--- config.mk ---
export PLATFORM = sky130hd
export DESIGN_NAME = fetch_unit
export DESIGN_NICKNAME = d
export VERILOG_FILES = /design/src/rtl/fetch_unit_pkg.sv /design/src/rtl/pc_counter.sv /design/src/rtl/fetch_unit.sv
export SDC_FILE = /design/constraint.sdc
export NUM_CORES = 1
export LEC_CHECK = 0
export CORE_ASPECT_RATIO = 0.6
export CORE_UTILIZATION = 37
export CTS_CLUSTER_SIZE = 8
export DETAILED_ROUTE_END_ITERATION = 12
export PLACE_DENSITY_LB_ADDON = 0.08
export SLEW_MARGIN = 30
export SYNTH_ARGS = -nofsm -noshare
export SYNTH_HDL_FRONTEND = slang
export SYNTH_SLANG_ARGS = --single-unit
export TNS_END_PERCENT = 30
--- constraint.sdc ---
create_clock -name clk -period 1.15 [get_ports clk]
set_input_delay 0.23 -clock clk [delete_from_list [all_inputs] [get_ports clk]]
set_output_delay 0.23 -clock clk [all_outputs]
set_load 0.005 [all_outputs]
--- src/rtl/fetch_unit_pkg.sv ---
// rtl/fetch_unit_pkg.sv - shared defaults and FSM state encoding for the instruction fetch unit
package fetch_unit_pkg;

    localparam int IR_WIDTH_DEF   = 12;
    localparam int ADDR_WIDTH_DEF = 8;
    localparam int TIMEOUT_DEF    = 15;

    typedef enum logic [1:0] {
        ST_IDLE      = 2'd0,
        ST_REQ       = 2'd1,
        ST_LOAD      = 2'd2,
        ST_WAIT_EXEC = 2'd3
    } fetch_state_t;

    // Width of a counter that must hold values 0..max_val.
    function automatic int cnt_width(input int max_val);
        return (max_val < 2) ? 1 : $clog2(max_val + 1);
    endfunction

endpackage

--- src/rtl/pc_counter.sv ---
// rtl/pc_counter.sv - program counter with synchronous load and wrapping increment
//
// Ports:
//   clk       clock
//   reset     synchronous active-low reset, clears pc to 0
//   load      load load_val into pc (takes priority over inc)
//   load_val  jump target
//   inc       advance pc by one, wrapping modulo 2^ADDR_width
//   pc        current program counter
module pc_counter #(
    parameter int ADDR_width = 8
) (
    input  logic                  clk,
    input  logic                  reset,
    input  logic                  load,
    input  logic [ADDR_width-1:0] load_val,
    input  logic                  inc,
    output logic [ADDR_width-1:0] pc
);

    always_ff @(posedge clk) begin
        if (!reset) begin
            pc <= '0;
        end else if (load) begin
            pc <= load_val;
        end else if (inc) begin
            // Natural overflow of the fixed-width add gives the wrap to zero.
            pc <= pc + ADDR_width'(1);
        end
    end

endmodule

--- src/rtl/fetch_unit.sv ---
// rtl/fetch_unit.sv - instruction fetch FSM with memory-timeout detection
//
// Ports:
//   clk          clock
//   reset        synchronous active-low reset
//   start        level; begin fetching from pc while idle
//   mem_rd       memory read request (REQ only)
//   mem_addr     read address, always equal to pc
//   mem_ack      memory data valid this cycle
//   mem_rdata    memory read data
//   bus_data     registered instruction presented to the IR
//   ir_write_en  one-cycle IR load strobe (LOAD only)
//   exec_done    current instruction finished
//   pc_load      jump request, sampled with exec_done in WAIT_EXEC
//   pc_load_val  jump target
//   halt         return to IDLE after the current instruction
//   busy         high in every state except IDLE
//   mem_err      sticky memory-timeout flag
module fetch_unit
    import fetch_unit_pkg::*;
#(
    parameter int IR_width   = IR_WIDTH_DEF,
    parameter int ADDR_width = ADDR_WIDTH_DEF,
    parameter int TIMEOUT    = TIMEOUT_DEF
) (
    input  logic                  clk,
    input  logic                  reset,
    input  logic                  start,
    output logic                  mem_rd,
    output logic [ADDR_width-1:0] mem_addr,
    input  logic                  mem_ack,
    input  logic [IR_width-1:0]   mem_rdata,
    output logic [IR_width-1:0]   bus_data,
    output logic                  ir_write_en,
    input  logic                  exec_done,
    input  logic                  pc_load,
    input  logic [ADDR_width-1:0] pc_load_val,
    input  logic                  halt,
    output logic                  busy,
    output logic                  mem_err
);

    localparam int CNT_W = cnt_width(TIMEOUT);

    fetch_state_t state, state_nxt;

    logic [CNT_W-1:0]      wait_cnt;
    logic                  timeout_hit;
    logic                  pc_inc;
    logic                  pc_jump;
    logic [ADDR_width-1:0] pc;

    // The last un-acked REQ cycle is the TIMEOUT-th one.
    assign timeout_hit = (state == ST_REQ) && !mem_ack
                      && (wait_cnt == CNT_W'(TIMEOUT - 1));

    assign pc_inc  = (state == ST_LOAD);
    assign pc_jump = (state == ST_WAIT_EXEC) && exec_done && pc_load;

    pc_counter #(
        .ADDR_width (ADDR_width)
    ) u_pc_counter (
        .clk      (clk),
        .reset    (reset),
        .load     (pc_jump),
        .load_val (pc_load_val),
        .inc      (pc_inc),
        .pc       (pc)
    );

    assign mem_addr = pc;

    // State register
    always_ff @(posedge clk) begin
        if (!reset) begin
            state <= ST_IDLE;
        end else begin
            state <= state_nxt;
        end
    end

    // Next-state logic
    always_comb begin
        state_nxt = state;
        unique case (state)
            ST_IDLE: begin
                if (start && !mem_err) begin
                    state_nxt = ST_REQ;
                end
            end
            ST_REQ: begin
                if (mem_ack) begin
                    state_nxt = ST_LOAD;
                end else if (timeout_hit) begin
                    state_nxt = ST_IDLE;
                end
            end
            ST_LOAD: begin
                state_nxt = ST_WAIT_EXEC;
            end
            ST_WAIT_EXEC: begin
                if (exec_done) begin
                    state_nxt = halt ? ST_IDLE : ST_REQ;
                end
            end
            default: state_nxt = ST_IDLE;
        endcase
    end

    // Outputs decoded from state only, so they follow the registered state
    always_comb begin
        mem_rd      = 1'b0;
        ir_write_en = 1'b0;
        busy        = 1'b1;
        unique case (state)
            ST_IDLE:      busy        = 1'b0;
            ST_REQ:       mem_rd      = 1'b1;
            ST_LOAD:      ir_write_en = 1'b1;
            ST_WAIT_EXEC: ;
            default:      busy        = 1'b0;
        endcase
    end

    // Wait counter: runs only while a request is outstanding
    always_ff @(posedge clk) begin
        if (!reset) begin
            wait_cnt <= '0;
        end else if (state == ST_REQ && !mem_ack && !timeout_hit) begin
            wait_cnt <= wait_cnt + CNT_W'(1);
        end else begin
            wait_cnt <= '0;
        end
    end

    // Instruction register and sticky error flag
    always_ff @(posedge clk) begin
        if (!reset) begin
            bus_data <= '0;
            mem_err  <= 1'b0;
        end else begin
            if (state == ST_REQ && mem_ack) begin
                bus_data <= mem_rdata;
            end
            if (timeout_hit) begin
                mem_err <= 1'b1;
            end
        end
    end

endmodule
### Word-level counts from Yosys, hierarchy flattened

Index checks and enable logic that the tools add are counted.

| operators by class | value |
|---|---|
| add/sub/neg operators | 2 |
| equality and inequality tests | 7 |
| muxes and demuxes | 11 |
| reduce and logical (&&, ||, !) cells | 14 |

Operators by type and width:

| cell | count |
|---|---|
| 8-bit two-way mux | 2 |
| 8-bit by 1-bit adder with 8-bit output, second input constant | 1 |
| 2-bit two-way mux | 4 |
| 2-bit case mux with 4 select lines | 1 |
| 1-bit logical AND | 7 |
| 4-bit by 1-bit adder with 4-bit output, second input constant | 1 |
| 2-bit equality test, second input constant | 2 |
| 4-bit equality test, second input constant | 1 |
| 1-bit two-way mux | 4 |
| 2-bit inequality test, second input constant | 2 |
| 1-bit zero test | 3 |
| 3-bit inequality test, second input constant | 1 |
| 3-bit AND reduction | 1 |
| 2-bit by 1-bit equality test with 1-bit output, second input constant | 1 |
| 2-bit zero test | 1 |
| 2-bit AND reduction | 1 |
| 2-bit nonzero test | 1 |

| word-level totals | value |
|---|---|
| register bits | 27 |
| input port bits | 27 |
| output and inout port bits | 24 |
| word-level logic and storage cells | 39 |

### Depth between registers and ports, before layout

| depth | value |
|---|---|
| depth in word-level cells | 6 |
| depth in mapped cells | 6 |
| gate-level depth less buffers | 5 |

### Cells and area by module

From an unflattened synthesis, not the netlist that was laid out.

| unflattened totals | value |
|---|---|
| cell total of the unflattened synthesis | 144 |
| area total of the unflattened synthesis | 1275.0 µm² |

Modules (own cells, without submodules):

| module | times used | cells each | area an instance (µm²) | seq. area each (µm²) |
|---|---|---|---|---|
| fetch_unit | 1 | 89 | 813.3 | 380.4 |
| pc_counter | 1 | 55 | 461.7 | 160.2 |

### Least setup slack after synthesis

OpenSTA, ideal clock, no wires.

| timing | value |
|---|---|
| kind | reg-to-reg |
| start point | reg state[0] |
| end point | reg u_pc_counter.pc[2] |
| setup time | 0.125 ns |
| data arrival time | 1.029 ns |
| required time | 1.025 ns |
| slack | -0.005 ns |
| stages on the path, launching flop included | 5 |
| clock period less this slack | 1.155 ns |
| path through | dfxtp_1 -> and4_2 -> mux2i_1 -> a222oi_1 -> nor2b_1 |

| between the ends | value |
|---|---|
| cells in the longest elaborated chain, start to end | 4 |
| elaborated cells on any way between the ends | 6 |
| classes of those cells | eq/ne: 2; mux: 1; reduce/logical: 3 |

RTL lines:

| what | line | source |
|---|---|---|
| start, declared | fetch_unit.sv:45 | `fetch_state_t state, state_nxt;` |
| start signal, assigned | fetch_unit.sv:78 | `state <= state_nxt;` |
| 2-bit equality test | fetch_unit.sv:58 | `assign pc_jump = (state == ST_WAIT_EXEC) && exec_done && pc_load;` |
| 1-bit logical AND (2 in a row) | fetch_unit.sv:58 |  |
| 8-bit two-way mux / 2-bit nonzero test (equally long branches) | -- |  |
| end signal, assigned | pc_counter.sv:25 | `pc <= load_val;` |
| end signal, assigned | pc_counter.sv:28 | `pc <= pc + ADDR_width'(1);` |
| end, declared | pc_counter.sv:18 | `output logic [ADDR_width-1:0] pc` |

Several ways; a longest one is shown, not always the timed one.
A chain may end at the register's enable or synchronous reset.

==> metrics.yaml <==
syn_area_um2: 1199
wl_mm: 3.339
required_ps: 920
setup_viol: 21
dp.cells: 237
drive_gt1_frac: 0.3679
fin_ws_ps: -156.5
start_util: 0.4042
dieArea_um2: 3479
ctsHoldBuffers: 0
crit_path_start_kind: "register"
clkTransAtPathRegs_ps: 80
port_buffers: 50
cts_buffers: 3
ys_ff_latch: 27
dr.pass1.iters: 5
ant_nets: 0
worst_setup_path_end_kind: "output port"
syn_area_per_cell_um2: 8.686
worst_pin_slew_ps: 260.9
fmax_mhz: 765.4
synthesis.nets: 168
yosysTopAreaCell: "dfxtp_1"
async_flop_share: 0
finalNetCount: 243
cts_tree: "built"
synth.most_common_cell: "nand2_1"
instances_no_fill: 254
timing.rr.end: "bus_data[3]"
period_share: 1.136
gp_congestion: 0.7826
antenna_found_initial: 0
cts-htree-levels: 1
r2r_setup_slack_ps: -90
finalClockSkew_ps: 1.891
ys_top_cells_by_count: "34 x nand2_1, 27 x dfxtp_1, 10 x a21boi_1, 7 x nor2_1, 6 x o21ai_0"
post-route-min-period_ps: 1307
area_growth_syn_to_layout_pct: 74.32
crit_type: "reg2out"
maxCapViolations: 0
grt_pass1_vias: 1092
synth_flop_cell: "dfxtp_1"
ys_top_cells_by_area: "dfxtp_1 45%, nand2_1 11%, a21boi_1 6.3%"
yosysWarnings: 0
io_pins: 51
r2r_cells: 7
core_um2: 2965
tns_ps: -1394
root_buffer: "clkbuf_8"
maxSlewHeadroom: 0.8251
grt_pass1_wl_mm: 4.940
grt_max_degree: 25
rows: 15
yosysSeqAreaShare: 0.4509
die_h_um: 46.09
netlist_instances: 138
cp_max_fo: 4
violations: "negative setup slack"
grt_use_total: 0.1951
leakagePower_nw: 0.8908
num_antenna_cells: 0
clock_latency_ps: 260
netlist.area_leader.share: 0.4509
drt-vias-per-instance: 4.756
nFillCells: 254
grt_setup_unrepaired: "yes"
remaining_drc_errors: 0
place_area_um2: 1822
min-delay-start: "bus_data[6]"
vias: 1208
design_area_um2: 2090
p_per_area_nw_per_um2: 925.0
die_w_um: 75.48
place_worst_setup_slack_ps: -375.2
gr-total-overflow: 0
clock-sinks: 27
synth_edf_count: 0
dpl.hpwl_mm: 2.274
power_mw: 1.933
slew_viol_final: 0
cp-endpoint: "busy"
final_util: 0.7046
wl_per_cell_um: 13.15
cts_buffer_depth: 2
cp.arrival_ps: 1080
hold_class: "reg2reg"
whs_ps: 448.5
irDropWorstVdd_uv: 754.7
yosysUniqueCellTypes: 36
drtIter0Drc: 54
run_status: "finished with violations"
hold_viol: 0
==> critical path, cell delays in order, from the launching register on <==
cell and delay, ps:
dfxtp_2 330, buf_6 120, or2_4 250, buf_6 110
==> power breakdown <==
group,leakage (nW),total [mW],switching [mW],internal [mW]
logic,0.639,0.420,0.163,0.258
registers,0.229,0.994,0.0258,0.968
clock network,0.0228,0.518,0.271,0.248
total,0.891,1.93,0.459,1.47
==> what timing repair did <==
| item | in CTS | in global routing |
|---|---|---|
| resized for setup | 75 | 26 |
| buffers inserted | 11 | 0 |
| gates cloned | 0 | 2 |
| endpoints found under the setup margin | 47 | 29 |
| endpoints found under the hold margin | 0 | 0 |
| pin swaps | 10 | 13 |
==> how the worst min path moves through the flow <==
stage                               to  slack [ps]  depth (start not counted)
after floorplan           bus_data[10]         360                          2
after global placement     bus_data[6]         440                          2
after detailed placement   bus_data[9]         450                          2
after CTS                  bus_data[9]         450                          2
after global routing      bus_data[10]         470                          2
final                      bus_data[6]         450                          2
==> logic make-up (layout without fill, tap and decap cells) <==
kind of cell	count (synthesis)	after routing	synth area share
DFF	27	27	0.4509
and+or+nand+nor	62	63	0.2484
muxes	1	1	0.008351
xor gates and xnor gates	7	7	0.05115
buffers and inverters	8	81	0.03964
AOI/OAI and AO/OA	30	30	0.1702
adders and majority gates	3	3	0.03132
==> placed cells by master (no fill, tap or decap), types with 2 or more instances in the layout <==
cell type | Yosys | routed
and2_4 | 0 | 2
o21ai_0 | 6 | 4
dfxtp_4 | 0 | 3
buf_6 | 1 | 8
a21oi_1 | 4 | 4
clkbuf_8 | 0 | 3
o21ai_1 | 0 | 2
nor3_2 | 2 | 3
dlygate4sd2_1 | 0 | 20
nor2_1 | 7 | 5
buf_4 | 2 | 18
a21boi_1 | 10 | 11
nand4_1 | 4 | 4
clkdlybuf4s50_1 | 0 | 26
xnor2_1 | 4 | 3
a21boi_2 | 0 | 3
nand3_1 | 3 | 2
dfxtp_2 | 0 | 17
dfxtp_1 | 27 | 7
xor2_1 | 3 | 3
nand2_1 | 34 | 25
nand2_2 | 0 | 8
nor2b_1 | 3 | 3
ha_1 | 3 | 2
==> sequential cells by signal, summed over array words and instances, names as in the netlist, named ones only <==
register         cells
bus_data            12
state                1
u_pc_counter.pc      8
wait_cnt             4
mem_err              1
==> metal layers <==
layer	vias up	part of all wire	GRT usage	wire, µm
met3	2	0.050	0.05470	168
li1	617	-	-	-
met2	28	0.42	0.2982	1408
met5	-	0	0	0
met4	0	0.0036	0.02222	12
met1	561	0.52	0.2819	1750
==> final cells by class <==
| cell class | count | area (µm²) | share of cell area |
|---|---|---|---|
| multi-input combinational | 104 | 713.2 | 0.3413 |
| timing repair buffer | 75 | 695.7 | 0.3329 |
| sequential | 27 | 573.1 | 0.2743 |
| tap | 42 | 52.55 | 0.02515 |
| clock buffer | 4 | 45.04 | 0.02156 |
| inverter | 2 | 10.01 | 0.004790 |
Power figures use the tool's default switching activity.
